==> config.mk <==
export PLATFORM = sky130hd
export DESIGN_NAME = core_run_host
export DESIGN_NICKNAME = d
export VERILOG_FILES = /design/src/rtl/core_run_host.sv
export SDC_FILE = /design/constraint.sdc
export NUM_CORES = 1
export LEC_CHECK = 0
export CAP_MARGIN = 20
export CORE_ASPECT_RATIO = 1.75
export CORE_MARGIN = 2
export CORE_UTILIZATION = 49
export CTS_CLUSTER_SIZE = 14
export DETAILED_ROUTE_END_ITERATION = 10
export GPL_TIMING_DRIVEN = 0
export PLACE_DENSITY = 0.79
export SKIP_CTS_REPAIR_TIMING = 1
export SYNTH_ARGS = -nofsm -noshare
export SYNTH_HDL_FRONTEND = slang
export SYNTH_SLANG_ARGS = --single-unit
==> constraint.sdc <==
create_clock -name clk -period 2.7 [get_ports clk]
set_clock_uncertainty 0.2 [all_clocks]
set_input_delay 0.405 -clock clk [delete_from_list [all_inputs] [get_ports clk]]
set_output_delay 0.405 -clock clk [all_outputs]
set_load 0.005 [all_outputs]
==> src/rtl/core_run_host.sv <==
// rtl/core_run_host.sv - host-side req/done run sequencer for the processor core (optional CORE_RUN_HOST_MAXCYC_EN adds max_cycles)
module core_run_host #(
    parameter int CW      = 16,
    parameter int REQ_LEN = 2,
    parameter int TIMEOUT = 4095
) (
    input  logic          clk,
    input  logic          reset,
    input  logic          start,
    input  logic [3:0]    num_runs,
    output logic          core_req,
    input  logic          core_done,
    output logic          busy,
    output logic [3:0]    runs_done,
    output logic [CW-1:0] last_cycles,
`ifdef CORE_RUN_HOST_MAXCYC_EN
    output logic [CW-1:0] max_cycles,
`endif
    output logic          timeout_err,
    output logic          finished
);
    localparam int RW = $clog2(REQ_LEN + 1);

    typedef enum logic [2:0] {
        IDLE,
        REQ,
        WAIT,
        FIN,
        ERR
    } state_t;

    state_t        state_q;
    logic [RW-1:0] req_cnt_q;
    logic [CW-1:0] cnt_q;
    logic [3:0]    num_q;
    logic          core_req_q;
    logic          busy_q;
    logic [3:0]    runs_done_q;
    logic [CW-1:0] last_cycles_q;
    logic          timeout_err_q;
    logic          finished_q;
    logic [3:0]    runs_next;
`ifdef CORE_RUN_HOST_MAXCYC_EN
    logic [CW-1:0] max_cycles_q;
`endif

    // Run count as it will be once the current run is credited
    assign runs_next = runs_done_q + 4'd1;

    // Batch sequencer: every output is a register written here
    always_ff @(posedge clk or negedge reset) begin
        if (!reset) begin
            state_q       <= IDLE;
            req_cnt_q     <= '0;
            cnt_q         <= '0;
            num_q         <= '0;
            core_req_q    <= 1'b0;
            busy_q        <= 1'b0;
            runs_done_q   <= '0;
            last_cycles_q <= '0;
            timeout_err_q <= 1'b0;
            finished_q    <= 1'b0;
`ifdef CORE_RUN_HOST_MAXCYC_EN
            max_cycles_q  <= '0;
`endif
        end else begin
            case (state_q)
                IDLE: begin
                    if (start) begin
                        // Any accepted start begins a fresh batch record
                        num_q         <= num_runs;
                        runs_done_q   <= '0;
                        last_cycles_q <= '0;
                        timeout_err_q <= 1'b0;
                        busy_q        <= 1'b1;
`ifdef CORE_RUN_HOST_MAXCYC_EN
                        max_cycles_q  <= '0;
`endif
                        if (num_runs != 4'd0) begin
                            state_q    <= REQ;
                            req_cnt_q  <= RW'(REQ_LEN);
                            core_req_q <= 1'b1;
                        end else begin
                            state_q    <= FIN;
                            finished_q <= 1'b1;
                        end
                    end
                end
                REQ: begin
                    // core_done is deliberately ignored here, masking a stale done
                    if (req_cnt_q == RW'(1)) begin
                        state_q    <= WAIT;
                        core_req_q <= 1'b0;
                        cnt_q      <= CW'(1);
                    end else begin
                        req_cnt_q <= req_cnt_q - RW'(1);
                    end
                end
                WAIT: begin
                    if (core_done) begin
                        last_cycles_q <= cnt_q;
                        runs_done_q   <= runs_next;
`ifdef CORE_RUN_HOST_MAXCYC_EN
                        if (cnt_q > max_cycles_q) begin
                            max_cycles_q <= cnt_q;
                        end
`endif
                        if (runs_next == num_q) begin
                            state_q    <= FIN;
                            finished_q <= 1'b1;
                        end else begin
                            // Back-to-back: req rises on the very next cycle
                            state_q    <= REQ;
                            req_cnt_q  <= RW'(REQ_LEN);
                            core_req_q <= 1'b1;
                        end
                    end else if (cnt_q == CW'(TIMEOUT)) begin
                        state_q       <= ERR;
                        timeout_err_q <= 1'b1;
                        finished_q    <= 1'b1;
                    end else begin
                        cnt_q <= cnt_q + CW'(1);
                    end
                end
                FIN, ERR: begin
                    state_q    <= IDLE;
                    finished_q <= 1'b0;
                    busy_q     <= 1'b0;
                end
                default: begin
                    state_q    <= IDLE;
                    core_req_q <= 1'b0;
                    busy_q     <= 1'b0;
                    finished_q <= 1'b0;
                end
            endcase
        end
    end

    assign core_req    = core_req_q;
    assign busy        = busy_q;
    assign runs_done   = runs_done_q;
    assign last_cycles = last_cycles_q;
    assign timeout_err = timeout_err_q;
    assign finished    = finished_q;
`ifdef CORE_RUN_HOST_MAXCYC_EN
    assign max_cycles  = max_cycles_q;
`endif

endmodule

==> impl_metrics.csv, run 1 <==
group,metric,value,unit
floorplan,core-area,0.00467,mm^2
clock_network,clock_sinks,49,
routing,wl_per_cell,15.9,um
synth,muxShareOfSynthArea,1.91,%
floorplan,floorplan.initialDensity,50.6,%
routing,drtPass1Iterations,4,
placement,hpwl,3680,um
global_routing,grt_max_degree,34,
final_layout,seqCellArea,0.00123,mm^2
clock_network,tritoncts,"done",
final_layout,multiInputGateArea,0.00107,mm^2
job,drv_cap,0,
floorplan,rows,33,
worst_setup_path,start_kind,"primary input",
synth,synth_fp_nets,242,
final_layout,num_antenna_cells,0,
final_layout,final_common_cell,"dfrtp_1",
synth,synth_warnings,0,
hold_path,hp-class,"flop to flop",
placement,gp_congestion,0.828,
sta,clock.fmax,417,MHz
clock_network,clkLatencyLatePin,0.31,ns
synth,synthXorXnorAreaFrac,3.71,%
clock_network,clkTransAtPathRegs,0.09,ns
synth,ys_async_sr_fraction,100,%
synth,yosys.area.top_type,"dfrtp_1",
sta,timing.final.crit_share,88.8,%
final_layout,final_util,61.8,%
sta,maxSlewHeadroom,50.1,%
floorplan,ios,32,
synth,synth-seq-cells,49,
worst_setup_path,cp_max_fo,10,
synth,synth_area_leaders,"dfrtp_1 (52%), a22o_1 (5.6%), nor2_1 (3.0%)",
synth,synth_top_family_by_area,"compound AO/OA/AOI/OAI gates",
routing,vias_per_cell,5.85,
synth,synth_compound_area_share,19.7,%
final_layout,num-fill-cells,392,
sta,rsz0062_at_grt,"false",
worst_setup_path,worstPathArrival,2.38,ns
sta,worst_pin_slew,0.742,ns
global_routing,grt_overflow,0,
floorplan,dieArea,0.00541,mm^2
clock_network,clockRootBuffer,"clkbuf_8",
global_routing,antenna_found_initial,0,
outcome,status,"completed",
clock_network,numCtsBuffers,5,
synth,synth_area,0.00236,mm^2
global_routing,grt_pass1_vias,1854,
worst_setup_path,cp_data_required_time,2.68,ns
routing,drt-total-wl,5140,um
final_layout,nets,282,
clock_network,clockBufferDepth,2,
placement,numPortBuffers,31,
power,cellLeakagePower,1.26,nW
global_routing,grt_use_total,20.8,%
sta,setup_violations,0,
synth,synth_cell_types,42,
power,power_density,782,mW/mm^2
power,peakVddDrop,519,uV
sta,finalSetupTns,0,ns
synth,synth_ff_type,"dfrtp_1",
worst_setup_path,slowest_delay,0.54,ns
routing,ant_nets,0,
synth,synth-simple-area-share,18.3,%
synth,synthCells,231,
worst_setup_path,slowest_stage,"clkdlybuf4s50_1",
routing,drc,0,
synth,synth-edff-count,0,
worst_setup_path,end_kind,"flop",
synth,syn_area_per_cell,10.2,um^2
synth,synth_fa_ha_area_share,1.59,%
sta,hold_ws,0.289,ns
synth,yosysSeqAreaShare,52.0,%
global_routing,grt_pass1_wl,8600,um
global_routing,top_usage_layer,"met2",
sta,fin_crit,2.40,ns
synth,synth_top_area_share,52.0,%
final_layout,layout_common_cells,"dfrtp_1 (49), clkdlybuf4s50_1 (30), nor2_1 (19)",
floorplan,die_w,56.5,um
global_routing,grt_use_met2,36.1,%
clock_network,htreeDepth,2,
routing,vias,1896,
global_routing,use_met3,3.76,%
final_layout,area_delta_synth_final,22.3,%
worst_setup_path,crit_path_cell_trace,"clkdlybuf4s50_1, or3b_1, a21oi_4, o21ai_2, clkbuf_1, o31ai_1, a21oi_1",
floorplan,die_h,95.8,um
global_routing,grtUsageMet1,24.8,%
worst_setup_path,crit_type,"primary input to flop",
sta,slew_violations,0,
final_layout,drive_above_1_share,7.72,%
sta,final_hold_viol_count,0,
routing,drtIter0Drc,68,
[final cells by class]
cell class | instances | area share [%]
flip-flops and latches | 49 | 42.5
clock buffers | 6 | 2.86
repair buffers | 33 | 11.6
plain buffers | 11 | 1.56
clock inverters | 2 | 1.30
inverters | 6 | 0.781
multi-input cells | 165 | 37.1
well taps | 52 | 2.25
[per-stage QoR]
stage,worst slack (ns),total power (W),cell area [um^2],cells
after detailed placement,-0.00155,0.00172,2750,315
after CTS,0.160,0.00227,2870,323
after floorplan,0.676,0.00146,2360,231
after global placement,-0.346,0.00169,2740,314
after global routing,0.196,0.00241,2890,324
final,0.303,0.00226,2890,324
[cells in the mapped netlist, drive strengths merged (4+ instances only)]
cell type  count
clkbuf         7
mux2           4
o21ai         23
a22o          15
xor2           5
buf            4
dfrtp         49
nand2         17
o31ai          5
and2          10
inv            6
nand4          5
a21oi          9
xnor2          5
and3           5
nand3          6
nor2          19
[sequential cells by signal, summed over array words and instances (netlist names)]
| register | cells |
|---|---|
| last_cycles | 16 |
| busy | 1 |
| state_q | 3 |
| core_req | 1 |
| num_q | 4 |
| req_cnt_q | 2 |
| finished | 1 |
| cnt_q | 16 |
| runs_done | 4 |
| timeout_err | 1 |
[logic make-up after synthesis]
kind of cell,Yosys count
fa+ha+maj,3
buf+inv,17
simple gates,82
mux,4
xor+xnor,10
compound gates,66
flops,49
[report_power, final]
group          internal, W  switching [W]  leakage, nW
Clock             0.000301       0.000247       0.0574
Combinational     0.000337       0.000409        0.550
Sequential        0.000856       0.000104        0.652
Total              0.00149       0.000760         1.26
[critical path, delay by kind of cell]
kind	cells	cell delay, ns
simple gates	1	0.45
compound gates	4	0.74
buf+inv	2	0.78
[metal layers]
layer / wire, um / up-vias
met1: 2150 / 928
met5: 0 / -
met3: 170 / 11
met2: 2700 / 36
met4: 112 / 0
li1: - / 921
[worst paths after layout]
check	from	to	slack [ns]	cells after the start
setup / recovery	core_done	cnt_q[11]	0.30	7
hold / removal	req_cnt_q[0]	req_cnt_q[0]	0.29	1
setup reg to reg	cnt_q[13]	finished	0.39	5
hold reg to reg	req_cnt_q[0]	req_cnt_q[0]	0.29	1
max in group asynchronous	reset	cnt_q[4]	1.44	3
min in group asynchronous	reset	last_cycles[3]	0.35	2
Power figures use the tool's default switching activity.
==> run 2, diff against run 1 <==
GPL_TIMING_DRIVEN = default   (was 0)
==> run 2 against run 1 <==
  * Hold slack got worse by 0.0081 ns
  * Global-route usage down 0.31 points
  * Count of clock-buffer cells in the layout unchanged
  * Core utilization up 0.27 points
  * Die area stayed put
  * Design area is 0.43% higher
  * Critical endpoint is now finished
  * Largest cell class unchanged
  * Highest routed layer unchanged
==> impl_metrics.csv, run 2 (synthesis gave the netlist of run 1 again) <==
group,metric,value,unit
final_layout,multiInputGateArea,0.00107,mm^2
sta,rsz0062_at_grt,"false",
floorplan,dieArea,0.00541,mm^2
final_layout,fin_cells,323,
final_layout,final_util,62.1,%
placement,numPortBuffers,31,
power,cellLeakagePower,1.28,nW
outcome,status,"completed",
sta,finalSetupTns,0,ns
floorplan,ios,32,
final_layout,area_delta_synth_final,22.8,%
routing,vias_per_cell,5.89,
worst_setup_path,end_kind,"flop",
sta,timing.final.crit_share,85.7,%
final_layout,num_antenna_cells,0,
worst_setup_path,path_buf_inv,0,
final_layout,nets,281,
placement,dp_cells,314,
power,p_sw,0.000742,W
final_layout,seqCellArea,0.00123,mm^2
clock_network,clockRootBuffer,"clkbuf_8",
final_layout,drive_above_1_share,9.96,%
global_routing,antenna_found_initial,0,
routing,ant_nets,0,
placement,place_ws,0.266,ns
global_routing,grt_pass1_wl,8620,um
power,power_density,777,mW/mm^2
sta,setup_violations,0,
worst_setup_path,cp_max_fo,8,
sta,final_hold_viol_count,0,
clock_network,clkTransAtPathRegs,0.09,ns
clock_network,numCtsBuffers,5,
global_routing,grtUsageMet1,25.6,%
sta,worst_pin_slew,0.628,ns
routing,drt-total-wl,5110,um
floorplan,die_h,95.8,um
worst_setup_path,crit_type,"flop to flop",
job,drv_cap,0,
routing,drtIter0Drc,59,
global_routing,grt_pass1_vias,1812,
floorplan,core-area,0.00467,mm^2
placement,gp_congestion,0.824,
clock_network,tritoncts,"done",
clock_network,clock_sinks,49,
routing,drtPass1Iterations,5,
sta,slew_violations,0,
final_layout,num-fill-cells,398,
clock_network,htreeDepth,2,
global_routing,grt_use_total,20.4,%
routing,drc,0,
global_routing,use_met3,2.96,%
final_layout,final_common_cell,"dfrtp_1",
worst_setup_path,start_kind,"flop",
routing,vias,1902,
clock_network,clkLatencyLatePin,0.30,ns
worst_setup_path,crit_path_cell_trace,"ha_1, and3_1, nand4_1, o21ai_2, o211ai_1, a221oi_1",
hold_path,hp-class,"primary input to asynchronous set/reset pin",
worst_setup_path,cp_data_required_time,2.70,ns
routing,wl_per_cell,15.8,um
final_layout,layout_common_cells,"dfrtp_1 (49), clkdlybuf4s50_1 (30), nor2_1 (19)",
global_routing,grt_max_degree,23,
global_routing,grt_overflow,0,
placement,hpwl,3750,um
sta,fin_ws,0.385,ns
sta,maxSlewHeadroom,58.0,%
floorplan,floorplan.initialDensity,50.6,%
floorplan,die_w,56.5,um
clock_network,clockBufferDepth,2,
worst_setup_path,slowest_delay,0.43,ns
sta,clock.fmax,432,MHz
worst_setup_path,slowest_stage,"dfrtp_1",
floorplan,rows,33,
power,pwr-share-clk,23.9,%
power,pwr-share-comb,32.1,%
power,sw_frac_of_total,32.9,%
worst_setup_path,worstPathArrival,2.32,ns
power,p_int,0.00151,W
global_routing,top_usage_layer,"met2",
sta,fin_crit,2.31,ns
global_routing,grt_use_met2,35.9,%
power,peakVddDrop,508,uV
worst_setup_path,path_delay_family,"compound AO/OA/AOI/OAI gates",
power,pwr-share-seq,44.0,%
==> run 2: changes by cell type in the layout (fill, tap and decap cells not counted) <==
cell,previous run,this run
buf_4,0,11
clkbuf_1,7,0
buf_2,4,1
buf_1,1,0
buf_12,1,0
nor3b_1,0,1
nor3b_2,1,0
==> run 2: worst paths after layout <==
check / end / slack [ns] / cells past startpoint / start
setup / recovery: finished / 0.39 / 6 / cnt_q[0]
setup reg to reg: finished / 0.39 / 6 / cnt_q[0]
min in group clk: req_cnt_q[0] / 0.29 / 1 / req_cnt_q[0]
max in group asynchronous: last_cycles[12] / 1.46 / 3 / reset
hold reg to reg: req_cnt_q[0] / 0.29 / 1 / req_cnt_q[0]
hold / removal: last_cycles[4] / 0.28 / 2 / reset
==> run 2: final cells by class <==
class | instances | area share (%)
clock buffer | 6 | 2.85
tap | 52 | 2.25
timing repair buffer | 43 | 13.7
inverter | 6 | 0.777
multi-input combinational | 165 | 36.8
sequential | 49 | 42.3
clock inverter | 2 | 1.30
==> run 2: power groups by stage <==
stage          sequential (W)  clock (W)  combinational [W]
4_1_cts              0.000989   0.000549           0.000723
6_report             0.000991   0.000539           0.000723
3_5_place_dp          0.00100          0           0.000722
3_3_place_gp          0.00100          0           0.000704
5_1_grt               0.00101   0.000574           0.000803
2_1_floorplan        0.000956          0           0.000501
==> run 2: layer usage <==
| metal | up-vias | wire, um |
|---|---|---|
| li1 | 921 | - |
| met1 | 927 | 2100 |
| met2 | 48 | 2780 |
| met3 | 6 | 159 |
| met4 | 0 | 78 |
| met5 | - | 0 |
==> run 2: stage by stage <==
stage | total power (W) | hold WS (ns) | area (um^2)
after floorplan | 0.00146 | -0.0906 | 2360
after global placement | 0.00170 | 0.0789 | 2770
after detailed placement | 0.00173 | 0.0857 | 2770
after CTS | 0.00226 | -0.250 | 2890
after global routing | 0.00239 | 0.318 | 2900
final | 0.00225 | 0.281 | 2900
